File: src/rtl/clk_freq_meter.sv
// Clock frequency meter: counts rising edges of an asynchronous oscillator
// over a programmable window of reference-clock cycles.
module clk_freq_meter #(
    parameter int WIN_W = 16,
    parameter int CNT_W = 20
) (
    input  logic             CLK,
    input  logic             RST,
    input  logic             OSC,
    input  logic             START,
    input  logic [WIN_W-1:0] WIN_LEN,
    output logic             BUSY,
    output logic             DONE,
    output logic [CNT_W-1:0] COUNT,
    output logic             OVF
);

    typedef enum logic [0:0] {
        IDLE = 1'b0,
        MEAS = 1'b1
    } state_t;

    localparam logic [CNT_W-1:0] CNT_MAX = {CNT_W{1'b1}};

    state_t           state_r;
    logic             osc_meta_r;
    logic             osc_sync_r;
    logic             osc_hist_r;
    logic [WIN_W-1:0] win_cnt_r;
    logic [CNT_W-1:0] edge_cnt_r;
    logic             ovf_r;
    logic             edge_s;
    logic [CNT_W-1:0] cnt_nxt_s;
    logic             ovf_nxt_s;

    // OSC synchronizer and edge-history flop, free-running in every state
    always_ff @(posedge CLK or posedge RST) begin
        if (RST) begin
            osc_meta_r <= 1'b0;
            osc_sync_r <= 1'b0;
            osc_hist_r <= 1'b0;
        end else begin
            osc_meta_r <= OSC;
            osc_sync_r <= osc_meta_r;
            osc_hist_r <= osc_sync_r;
        end
    end

    // Saturating edge count; an edge arriving at full scale flags overflow instead
    always_comb begin
        edge_s    = osc_sync_r & ~osc_hist_r;
        cnt_nxt_s = edge_cnt_r;
        ovf_nxt_s = ovf_r;
        if (edge_s) begin
            if (edge_cnt_r == CNT_MAX) begin
                cnt_nxt_s = edge_cnt_r;
                ovf_nxt_s = 1'b1;
            end else begin
                cnt_nxt_s = edge_cnt_r + CNT_W'(1);
                ovf_nxt_s = ovf_r;
            end
        end else begin
            cnt_nxt_s = edge_cnt_r;
            ovf_nxt_s = ovf_r;
        end
    end

    // Window FSM with registered status and published result
    always_ff @(posedge CLK or posedge RST) begin
        if (RST) begin
            state_r    <= IDLE;
            win_cnt_r  <= {WIN_W{1'b0}};
            edge_cnt_r <= {CNT_W{1'b0}};
            ovf_r      <= 1'b0;
            BUSY       <= 1'b0;
            DONE       <= 1'b0;
            COUNT      <= {CNT_W{1'b0}};
            OVF        <= 1'b0;
        end else begin
            DONE <= 1'b0;
            case (state_r)
                IDLE: begin
                    if (START) begin
                        if (WIN_LEN != {WIN_W{1'b0}}) begin
                            win_cnt_r  <= WIN_LEN;
                            edge_cnt_r <= {CNT_W{1'b0}};
                            ovf_r      <= 1'b0;
                            BUSY       <= 1'b1;
                            state_r    <= MEAS;
                        end else begin
                            // Empty window publishes a zero result immediately
                            DONE  <= 1'b1;
                            COUNT <= {CNT_W{1'b0}};
                            OVF   <= 1'b0;
                        end
                    end
                end
                MEAS: begin
                    edge_cnt_r <= cnt_nxt_s;
                    ovf_r      <= ovf_nxt_s;
                    win_cnt_r  <= win_cnt_r - WIN_W'(1);
                    if (win_cnt_r == WIN_W'(1)) begin
                        COUNT   <= cnt_nxt_s;
                        OVF     <= ovf_nxt_s;
                        DONE    <= 1'b1;
                        BUSY    <= 1'b0;
                        state_r <= IDLE;
                    end
                end
                default: begin
                    BUSY    <= 1'b0;
                    state_r <= IDLE;
                end
            endcase
        end
    end

endmodule

File: config.mk
export PLATFORM = sky130hd
export DESIGN_NAME = clk_freq_meter
export DESIGN_NICKNAME = d
export VERILOG_FILES = /design/src/rtl/clk_freq_meter.sv
export SDC_FILE = /design/constraint.sdc
export NUM_CORES = 1
export LEC_CHECK = 0
export CAP_MARGIN = 10
export CORE_MARGIN = 5
export CORE_UTILIZATION = 55
export DETAILED_ROUTE_END_ITERATION = 10
export GPL_ROUTABILITY_DRIVEN = 1
export PLACE_DENSITY = 0.8
export SYNTH_ARGS = -nofsm -noshare
export SYNTH_HDL_FRONTEND = slang
export SYNTH_SLANG_ARGS = --single-unit
export TNS_END_PERCENT = 1
File: constraint.sdc
create_clock -name CLK -period 3.6 [get_ports CLK]
set_input_delay 0.72 -clock CLK [delete_from_list [all_inputs] [get_ports CLK]]
set_output_delay 0.72 -clock CLK [all_outputs]
set_load 0.02 [all_outputs]
# ---- Yosys cells after proc, flatten, opt, wreduce, memory -nomap -nowiden
# Index checks and enable logic that the tools add are counted.
dict set report totals {
  out_inout_bits 23
  input_bits 20
  regBits 64
  elab_cells 59
}
dict set report op_classes {
  n_eq_ne 6
  mux 33
  addsub 2
  n_reduce_logical 4
  bitwise 3
}
# operator count
set ops {}
lappend ops {{20-bit two-way mux} 7}
lappend ops {{20-bit case mux with 2 select lines} 2}
lappend ops {{16-bit two-way mux} 2}
lappend ops {{16-bit case mux with 2 select lines} 1}
lappend ops {{20-bit by 1-bit adder with 20-bit output, second input constant} 1}
lappend ops {{20-bit == test, second input constant} 1}
lappend ops {{16-bit by 1-bit == test with 1-bit output, second input constant} 1}
lappend ops {{1-bit two-way mux} 16}
lappend ops {{16-bit nonzero test} 1}
lappend ops {{16-bit by 1-bit subtractor with 16-bit output, second input constant} 1}
lappend ops {{1-bit case mux with 2 select lines} 5}
lappend ops {{2-bit != test, second input constant} 3}
lappend ops {{3-bit AND reduction} 2}
lappend ops {{2-bit by 1-bit != test with 1-bit output, second input constant} 1}
lappend ops {{1-bit NOT} 2}
lappend ops {{2-bit AND reduction} 1}
lappend ops {{1-bit AND} 1}

# ---- Longest topological paths before layout
# Gate-level depths: netlist of run 1.
dict set report depth {
  word_depth 5
  mapped_depth 9
  mapped_depth_nobuf 7
}

# ---- Worst setup path after synthesis of run 1
# OpenSTA, ideal clock, no wires.
dict set report synth_path {
  path_kind {flip-flop to flip-flop}
  from {reg win_cnt_r[8]}
  to {reg COUNT[0]}
  setup_time_ns 0.130
  stages_incl_launch_ff 9
  arrival_ns 2.369
  required_ns 3.470
  path_buffers 3
  synth_period_minus_slack_ns 2.498
  setup_slack_ns 1.102
  cell_sequence {dfrtp_1 or4_1 or4_4 or3_1 buf_6 and2_4 buf_6 buf_6 o2bb2ai_1}
}
dict set report synth_between {
  elab_chain_len 3
}
# item line_no
set synth_lines {}
lappend synth_lines {{start: declaration} 29} ;# logic [WIN_W-1:0] win_cnt_r;
lappend synth_lines {{start signal: assignment} 72} ;# win_cnt_r <= {WIN_W{1'b0}};
lappend synth_lines {{start signal: assignment} 101} ;# win_cnt_r <= win_cnt_r - WIN_W'(1);
lappend synth_lines {{16-bit by 1-bit == test with 1-bit output} 102} ;# if (win_cnt_r == WIN_W'(1)) begin
lappend synth_lines {{2-bit by 1-bit != test with 1-bit output (no line)} --}
lappend synth_lines {{3-bit AND reduction (no line)} --}
lappend synth_lines {{end signal: assignment} 77} ;# COUNT <= {CNT_W{1'b0}};
lappend synth_lines {{end signal: assignment} 93} ;# COUNT <= {CNT_W{1'b0}};
lappend synth_lines {{end signal: assignment} 103} ;# COUNT <= cnt_nxt_s;
lappend synth_lines {{end: declaration} 14} ;# output logic [CNT_W-1:0] COUNT,
# Every way passes these cells.
# A chain may end at the register's enable or synchronous reset.

# ---- Worst setup path in the final report of run 1
dict set report layout_path {
  from {reg win_cnt_r[8]}
  to {reg COUNT[12]}
}
# Same word-level chain as after synthesis.

==> results of run 1 <==
[flip-flops by register name, summed over array words and instances, names as in the netlist]
| register | count |
|---|---|
| COUNT | 20 |
| edge_cnt_r | 20 |
| win_cnt_r | 16 |
| BUSY | 1 |
| DONE | 1 |
| OVF | 1 |
| osc_hist_r | 1 |
| osc_meta_r | 1 |
| osc_sync_r | 1 |
| ovf_r | 1 |
| state_r | 1 |
[final timing paths]
check	startpoint	to	slack, ns	cells after the start
setup / recovery	win_cnt_r[8]$_DFFE_PP0P_	COUNT[12]$_DFFE_PP0P_	0.83	5
hold / removal	osc_meta_r$_DFF_PP0_	osc_sync_r$_DFF_PP0_	0.36	0
setup reg to reg	win_cnt_r[8]$_DFFE_PP0P_	COUNT[12]$_DFFE_PP0P_	0.83	5
hold reg to reg	osc_meta_r$_DFF_PP0_	osc_sync_r$_DFF_PP0_	0.36	0
max in group asynchronous	RST	OVF$_DFFE_PP0P_	2.23	3
min in group asynchronous	RST	COUNT[13]$_DFFE_PP0P_	0.69	2
[cells by family after synthesis]
| kind of cell | synth area share |
|---|---|
| simple gates | 0.208 |
| fa+ha+maj | 0.0114 |
| mux | 0.00949 |
| xor+xnor | 0.0346 |
| buf+inv | 0.0376 |
| compound gates | 0.213 |
| flops | 0.486 |
[power breakdown]
group          internal (uW)  leakage (uW)  switching, uW
Clock                    356      0.000103            272
Combinational            170      0.000750            195
Sequential               838      0.000751            164
[metal layers]
layer	share of wire	wire length (um)
met2	0.46	3790
met3	0.071	594
met1	0.46	3820
met4	0.015	126
met5	0	0
[cell usage in the layout, fill, tap and decap left out, drive strengths merged, types with 4 or more instances in the layout]
| master | netlist | routed |
|---|---|---|
| dfrtp | 64 | 64 |
| clkdlybuf4s50 | 0 | 42 |
| nand2 | 26 | 26 |
| a21oi | 24 | 24 |
| o21ai | 22 | 22 |
| nor2 | 21 | 21 |
| nand3 | 20 | 20 |
| clkbuf | 14 | 13 |
| nor3 | 12 | 12 |
| nor4 | 11 | 11 |
| nand4 | 10 | 10 |
| a22o | 10 | 10 |
| o2bb2ai | 9 | 9 |
| xnor2 | 8 | 8 |
| and3 | 8 | 8 |
| buf | 4 | 8 |
| inv | 8 | 8 |
| xor2 | 5 | 5 |
| a31oi | 5 | 5 |
| or3 | 5 | 5 |
| a21o | 5 | 5 |
| o31ai | 4 | 4 |
| a211oi | 4 | 4 |
| or4 | 4 | 4 |
[worst max-delay path: cells and delay by family, from the launching register on]
kind             cells  cell delay [ns]
AND/OR/NAND/NOR      4             2.13
AO/OA/AOI/OAI        1             0.13
flip-flops           1             0.45
[stage by stage]
stage | instances | setup slack [ns]
4_1_cts | 466 | 0.890
5_1_grt | 466 | 0.781
3_3_place_gp | 450 | 0.664
2_1_floorplan | 343 | 1.10
6_report | 466 | 0.828
3_5_place_dp | 450 | 0.660
[layout make-up]
type | instances | share of cell area
inverters | 9 | 0.00849
repair buffers | 50 | 0.121
flip-flops and latches | 64 | 0.403
clock buffers | 13 | 0.0399
clock inverters | 3 | 0.0101
multi-input cells | 252 | 0.394
well taps | 75 | 0.0236
==> metrics.md, run 1 <==
| Metric | Value |
|---|---|
| Clk_lat worst skew | 0.35 ns |
| Die footprint | 0.00764 mm^2 |
| Initial Utilization | 0.560 |
| GRT overflow | 0 |
| Total track usage | 0.237 |
| Setup CP Type | register to register |
| 1st-iter DRT viols | 250 |
| Pwr dens | 501 mW/mm^2 |
| Synth top cells by count | dfrtp_1 (64), nand2_1 (26), a21oi_1 (24), nor2_1 (21), o21ai_0 (21) |
| Die width | 87.4 um |
| Required @ worst endpoint | 3.89 ns |
| Synthesis Warnings | 0 |
| DRC | 0 |
| CP startpoint kind | register |
| Tmin final | 2.77 ns |
| # nets final | 409 |
| Clock transition at the registers of the reported paths | 0.07 ns |
| Clk sinks | 64 |
| Cts bufs inserted | 9 |
| ANT nets after route | 0 |
| IO buf count | 42 |
| Register area share after synthesis | 0.486 |
| Share of cells above drive strength 1 | 0.0767 |
| Synthesized area | 0.00329 mm^2 |
| Register area | 0.00160 mm^2 |
| CTS tree | yes |
| Hold-fix buffers at CTS | 0 |
| GR Util met1 | 0.339 |
| Slew @ Worst Pin | 0.807 ns |
| Global route hottest layer | met2 |
| CP Max Fanout | 8 |
| Post-Synthesis Cells | 343 |
| Synth cell types | 56 |
| Hold WS | 0.363 ns |
| Most common cell in the synthesized netlist | dfrtp_1 |
| Endpoints failing hold | 0 |
| Design Area, Final | 0.00398 mm^2 |
| EDFF count, synth | 0 |
| WL/cell | 17.9 um |
| Yosys top cell area share | 0.486 |
| CTS resizes | 0 |
| N_diodes | 0 |
| Setup violations, final | 0 |
| Async SR Flop Fraction | 1.00 |
| Core ar. | 0.00589 mm^2 |
| RSZ-0062 raised after global routing | false |
| Top Ports | 43 |
| Slew Viols, Final | 0 |
| Prevailing post-synth register cell | dfrtp_1 |
| Via density | 6.37 |
| Layout area overhead | 20.7% |
| Clock tree buffer depth | 2 |
| H-tree depth | 3 |
| Drt pass-1 iters | 5 |
| GPL Wtd Cong | 0.916 |
| Syn avg cell area | 9.60 um^2 |
| Vias after detailed routing | 2969 |
| Pin count of the biggest net entering global routing | 29 |
| Placed Area | 0.00378 mm^2 |
| Overall Power | 1990 uW |
| Vias in the first global route | 2778 |
| Max transition margin | 0.460 |
| Max Clock Skew | 0.00524 ns |
| Final setup TNS | 0 ns |
| Crit-path max cell delay | 0.60 ns |
| Multi-input combinational cell area | 0.00157 mm^2 |
| Setup Buffers After CTS | 0 |
| Mapped Nets | 366 |
| Max Fclk | 361 MHz |
| Max-cap violations | 0 |
| Critical Path AT | 3.06 ns |
| Clk root buf | clkbuf_8 |
| Worst Setup End Kind | register |
| DIE HEIGHT | 87.4 um |
| Leak | 0.00160 uW |
| Met3 GRT Util | 0.0587 |
| Detailed placement HPWL | 6.01 mm |
| Final Cycle Share | 0.770 |
| Max VDD drop | 0.307 mV |
| Hold WC Path Type | register to register |
| M2 GR Usage | 0.343 |
| Final wirelength | 8.34 mm |
| Slowest CP cell | or4_1 |
| Area leader, netlist | dfrtp_1 |
| Synthesized flop and latch total | 64 |
| Worst-path cell chain | or4_1 > or4_4 > or3_1 > nor4b_1 > a21o_1 |
| Outcome | completed |
| Fillcell total | 464 |
| Initial antenna violation count | 0 |
| First-pass GRT wire length | 14.0 mm |
| Final core utilization | 0.676 |
| Top cells by area, synth | dfrtp_1 (49%), a21oi_1 (3.6%), o21ai_0 (3.2%), nand3_1 (3.0%), nand2_1 (3.0%) |
| Rows | 28 |
No activity file was read; power rests on OpenSTA's default activity.
==> run 2, diff against run 1 <==
--- a/config.mk
+++ b/config.mk
@@ -7,10 +7,10 @@
 export LEC_CHECK = 0
 export CAP_MARGIN = 10
 export CORE_MARGIN = 5
-export CORE_UTILIZATION = 55
+export CORE_UTILIZATION = 50
 export DETAILED_ROUTE_END_ITERATION = 10
 export GPL_ROUTABILITY_DRIVEN = 1
-export PLACE_DENSITY = 0.8
+export PLACE_DENSITY = 0.76
 export SYNTH_ARGS = -nofsm -noshare
 export SYNTH_HDL_FRONTEND = slang
 export SYNTH_SLANG_ARGS = --single-unit
==> constraint.sdc (replaced) <==
create_clock -name CLK -period 2.4 [get_ports CLK]
set_input_delay 0.48 -clock CLK [delete_from_list [all_inputs] [get_ports CLK]]
set_output_delay 0.48 -clock CLK [all_outputs]
set_load 0.02 [all_outputs]
==> run 2 against run 1 <==
First-iteration DRC count fell by 11%. Sequential share of layout area fell by 2.9 points. Total power rose by 59%. Die area rose by 8.8%. Clock skew rose by 0.0019 ns. Clock-buffer cell count fell by 2. Routed wire length rose by 4.6%. Setup slack got worse by 0.80 ns. Via count rose by 3.5%. Worst hold slack got worse by 0.011 ns.
==> metrics.md, run 2 (synthesis gave the netlist of run 1 again) <==
| Metric | Value |
|---|---|
| Crit-path max cell delay | 0.54 ns (was 0.60 ns) |
| Most common cell after layout, fill and taps aside | dfrtp_1 (unchanged) |
| Die width | 91.2 um (was 87.4 um) |
| Detailed placement HPWL | 6.18 mm (was 6.01 mm) |
| # nets final | 442 (was 409) |
| Setup violations, final | 0 (unchanged) |
| Clock tree buffer depth | 2 (unchanged) |
| Leak | 0.00178 uW (was 0.00160 uW) |
| ANT nets after route | 0 (unchanged) |
| Crit path launch | win_cnt_r[11]$_DFFE_PP0P_ (was win_cnt_r[8]$_DFFE_PP0P_) |
| Overall Power | 3180 uW (was 1990 uW) |
| Combinational share of power | 0.215 (was 0.183) |
| Slowest CP cell | or4_4 (was or4_1) |
| Hold WC Path Type | register to register (unchanged) |
| Register area | 0.00160 mm^2 (unchanged) |
| Hold-fix buffers at CTS | 0 (unchanged) |
| Reg-to-reg endpoint | COUNT[2]$_DFFE_PP0P_ (was COUNT[12]$_DFFE_PP0P_) |
| Initial antenna violation count | 0 (unchanged) |
| Cts bufs inserted | 9 (unchanged) |
| Max transition margin | 0.668 (was 0.460) |
| Initial Utilization | 0.516 (was 0.560) |
| CTS resizes | 2 (was 0) |
| Net Sw Frac | 0.312 (was 0.316) |
| Int Pwr | 2180 uW (was 1360 uW) |
| N_diodes | 0 (unchanged) |
| DRC | 0 (unchanged) |
| DIE HEIGHT | 91.2 um (was 87.4 um) |
| Finished Layout Cells | 501 (was 466) |
| Share of cells above drive strength 1 | 0.163 (was 0.0767) |
| CTS tree | yes (unchanged) |
| Rows | 29 (was 28) |
| Setup ws final | 0.0244 ns (was 0.828 ns) |
| Clock share of power | 0.322 (was 0.315) |
| Most frequent cells in the layout | dfrtp_1 (64), clkdlybuf4s50_1 (42), buf_4 (40) (was dfrtp_1 (64), clkdlybuf4s50_1 (42), nand2_1 (26)) |
| Outcome | completed (unchanged) |
| Worst-path cell chain | or4_4 > or4_4 > or3_4 > buf_4 > buf_4 > o31ai_2 (was or4_1 > or4_4 > or3_1 > nor4b_1 > a21o_1) |
| Clk sinks | 64 (unchanged) |
| Setup CP Type | register to register (unchanged) |
| Hold endpoint | osc_sync_r$_DFF_PP0_ (unchanged) |
| Tmin final | 2.38 ns (was 2.77 ns) |
| H-tree depth | 3 (unchanged) |
| 1st-iter DRT viols | 223 (was 250) |
| R2r worst-path depth | 6 (was 5) |
| First-pass GRT wire length | 14.8 mm (was 14.0 mm) |
| Reg-to-reg slack, setup | 0.02 ns (was 0.83 ns) |
| Leading registers by flop count | COUNT: 20 flops, edge_cnt_r: 20 flops, win_cnt_r: 16 flops (unchanged) |
| Max Clock Skew | 0.00717 ns (was 0.00524 ns) |
| Vias after detailed routing | 3074 (was 2969) |
| Slew @ Worst Pin | 0.497 ns (was 0.807 ns) |
| Max Fclk | 421 MHz (was 361 MHz) |
| Endpoints failing hold | 0 (unchanged) |
| Core ar. | 0.00639 mm^2 (was 0.00589 mm^2) |
| Pin count of the biggest net entering global routing | 65 (was 29) |
| Fillcell total | 525 (was 464) |
| Critical Path AT | 2.63 ns (was 3.06 ns) |
| Clk_lat worst skew | 0.34 ns (was 0.35 ns) |
| Final wirelength | 8.72 mm (was 8.34 mm) |
| CP Max Fanout | 10 (was 8) |
| Top Ports | 43 (unchanged) |
| Seq pwr share | 0.462 (was 0.502) |
| RSZ-0062 raised after global routing | true (was false) |
| # placed instances | 485 (was 450) |
| IO buf count | 42 (unchanged) |
| Via density | 6.14 (was 6.37) |
| Layout area overhead | 30.2% (was 20.7%) |
| Hold Crit Start | osc_meta_r$_DFF_PP0_ (unchanged) |
| Max-cap violations | 0 (unchanged) |
| Pwr dens | 741 mW/mm^2 (was 501 mW/mm^2) |
| GRT overflow | 0 (unchanged) |
| Final Cycle Share | 0.990 (was 0.770) |
| Vias in the first global route | 3018 (was 2778) |
| Psw | 992 uW (was 630 uW) |
| RR Startpoint | win_cnt_r[11]$_DFFE_PP0P_ (was win_cnt_r[8]$_DFFE_PP0P_) |
| Setup Buffers After CTS | 0 (unchanged) |
| CP startpoint kind | register (unchanged) |
| Drt pass-1 iters | 5 (unchanged) |
| Max VDD drop | 0.669 mV (was 0.307 mV) |
| Slew Viols, Final | 0 (unchanged) |
| Die footprint | 0.00831 mm^2 (was 0.00764 mm^2) |
| Worst Setup End Kind | register (unchanged) |
| Dpl ws | -0.129 ns (was 0.660 ns) |
| Clock transition at the registers of the reported paths | 0.07 ns (about the same) |
| Multi-input combinational cell area | 0.00159 mm^2 (was 0.00157 mm^2) |
| Clk root buf | clkbuf_8 (unchanged) |
| WHS Path Cells | 0 (unchanged) |
| Total track usage | 0.218 (was 0.237) |
| Required @ worst endpoint | 2.65 ns (was 3.89 ns) |
| GPL Wtd Cong | 0.943 (was 0.916) |
| WL/cell | 17.4 um (was 17.9 um) |
-- run 2: critical path: cells and delay by family (launching register included) --
| kind | cells | cell delay, ns |
|---|---|---|
| compound gates | 1 | 0.22 |
| simple gates | 3 | 1.36 |
| buf+inv | 2 | 0.33 |
| flops | 1 | 0.38 |
-- run 2: how the worst max path moves through the flow --
| stage | slack (ns) | cells after the start | endpoint |
|---|---|---|---|
| floorplan | -0.03 | 8 | COUNT[0]$_DFFE_PP0P_ |
| global placement | -0.08 | 6 | COUNT[6]$_DFFE_PP0P_ |
| detailed placement | -0.13 | 7 | COUNT[6]$_DFFE_PP0P_ |
| CTS | 0.009 | 6 | COUNT[16]$_DFFE_PP0P_ |
| global route | -0.02 | 6 | COUNT[12]$_DFFE_PP0P_ |
| finish | 0.02 | 6 | COUNT[2]$_DFFE_PP0P_ |
-- run 2: final cells by class --
cell class                 count  share of cell area
clock buffer                  11              0.0330
clock inverter                 5              0.0187
inverter                       9             0.00788
multi-input combinational    252               0.372
sequential                    64               0.374
tap                           77              0.0225
timing repair buffer          83               0.173
-- run 2: metal layers --
metal	global-route usage	wire length, um	vias to the layer above
met3	0.0380	612	10
met1	0.309	3930	1487
met2	0.334	4030	130
met5	0	0	-
met4	0.0844	144	0
li1	-	-	1447
-- run 2: power by group through the flow --
stage	Clock, uW	Combinational [uW]	Sequential, uW
finish	1020	684	1470
global route	1100	764	1490
CTS	1040	674	1460
detailed placement	0	663	1470
global placement	0	629	1460
floorplan	0	417	1440
-- run 2: metrics by stage --
step	hold WS [ns]	util	area [um^2]	setup TNS, ns
after CTS	0.354	0.669	4270	0
after detailed placement	0.337	0.633	4040	-1.14
after global routing	0.369	0.671	4290	-0.0487
after floorplan	0.331	-	3290	-0.267
after global placement	0.333	0.633	4040	-0.516
final	0.352	0.671	4290	0
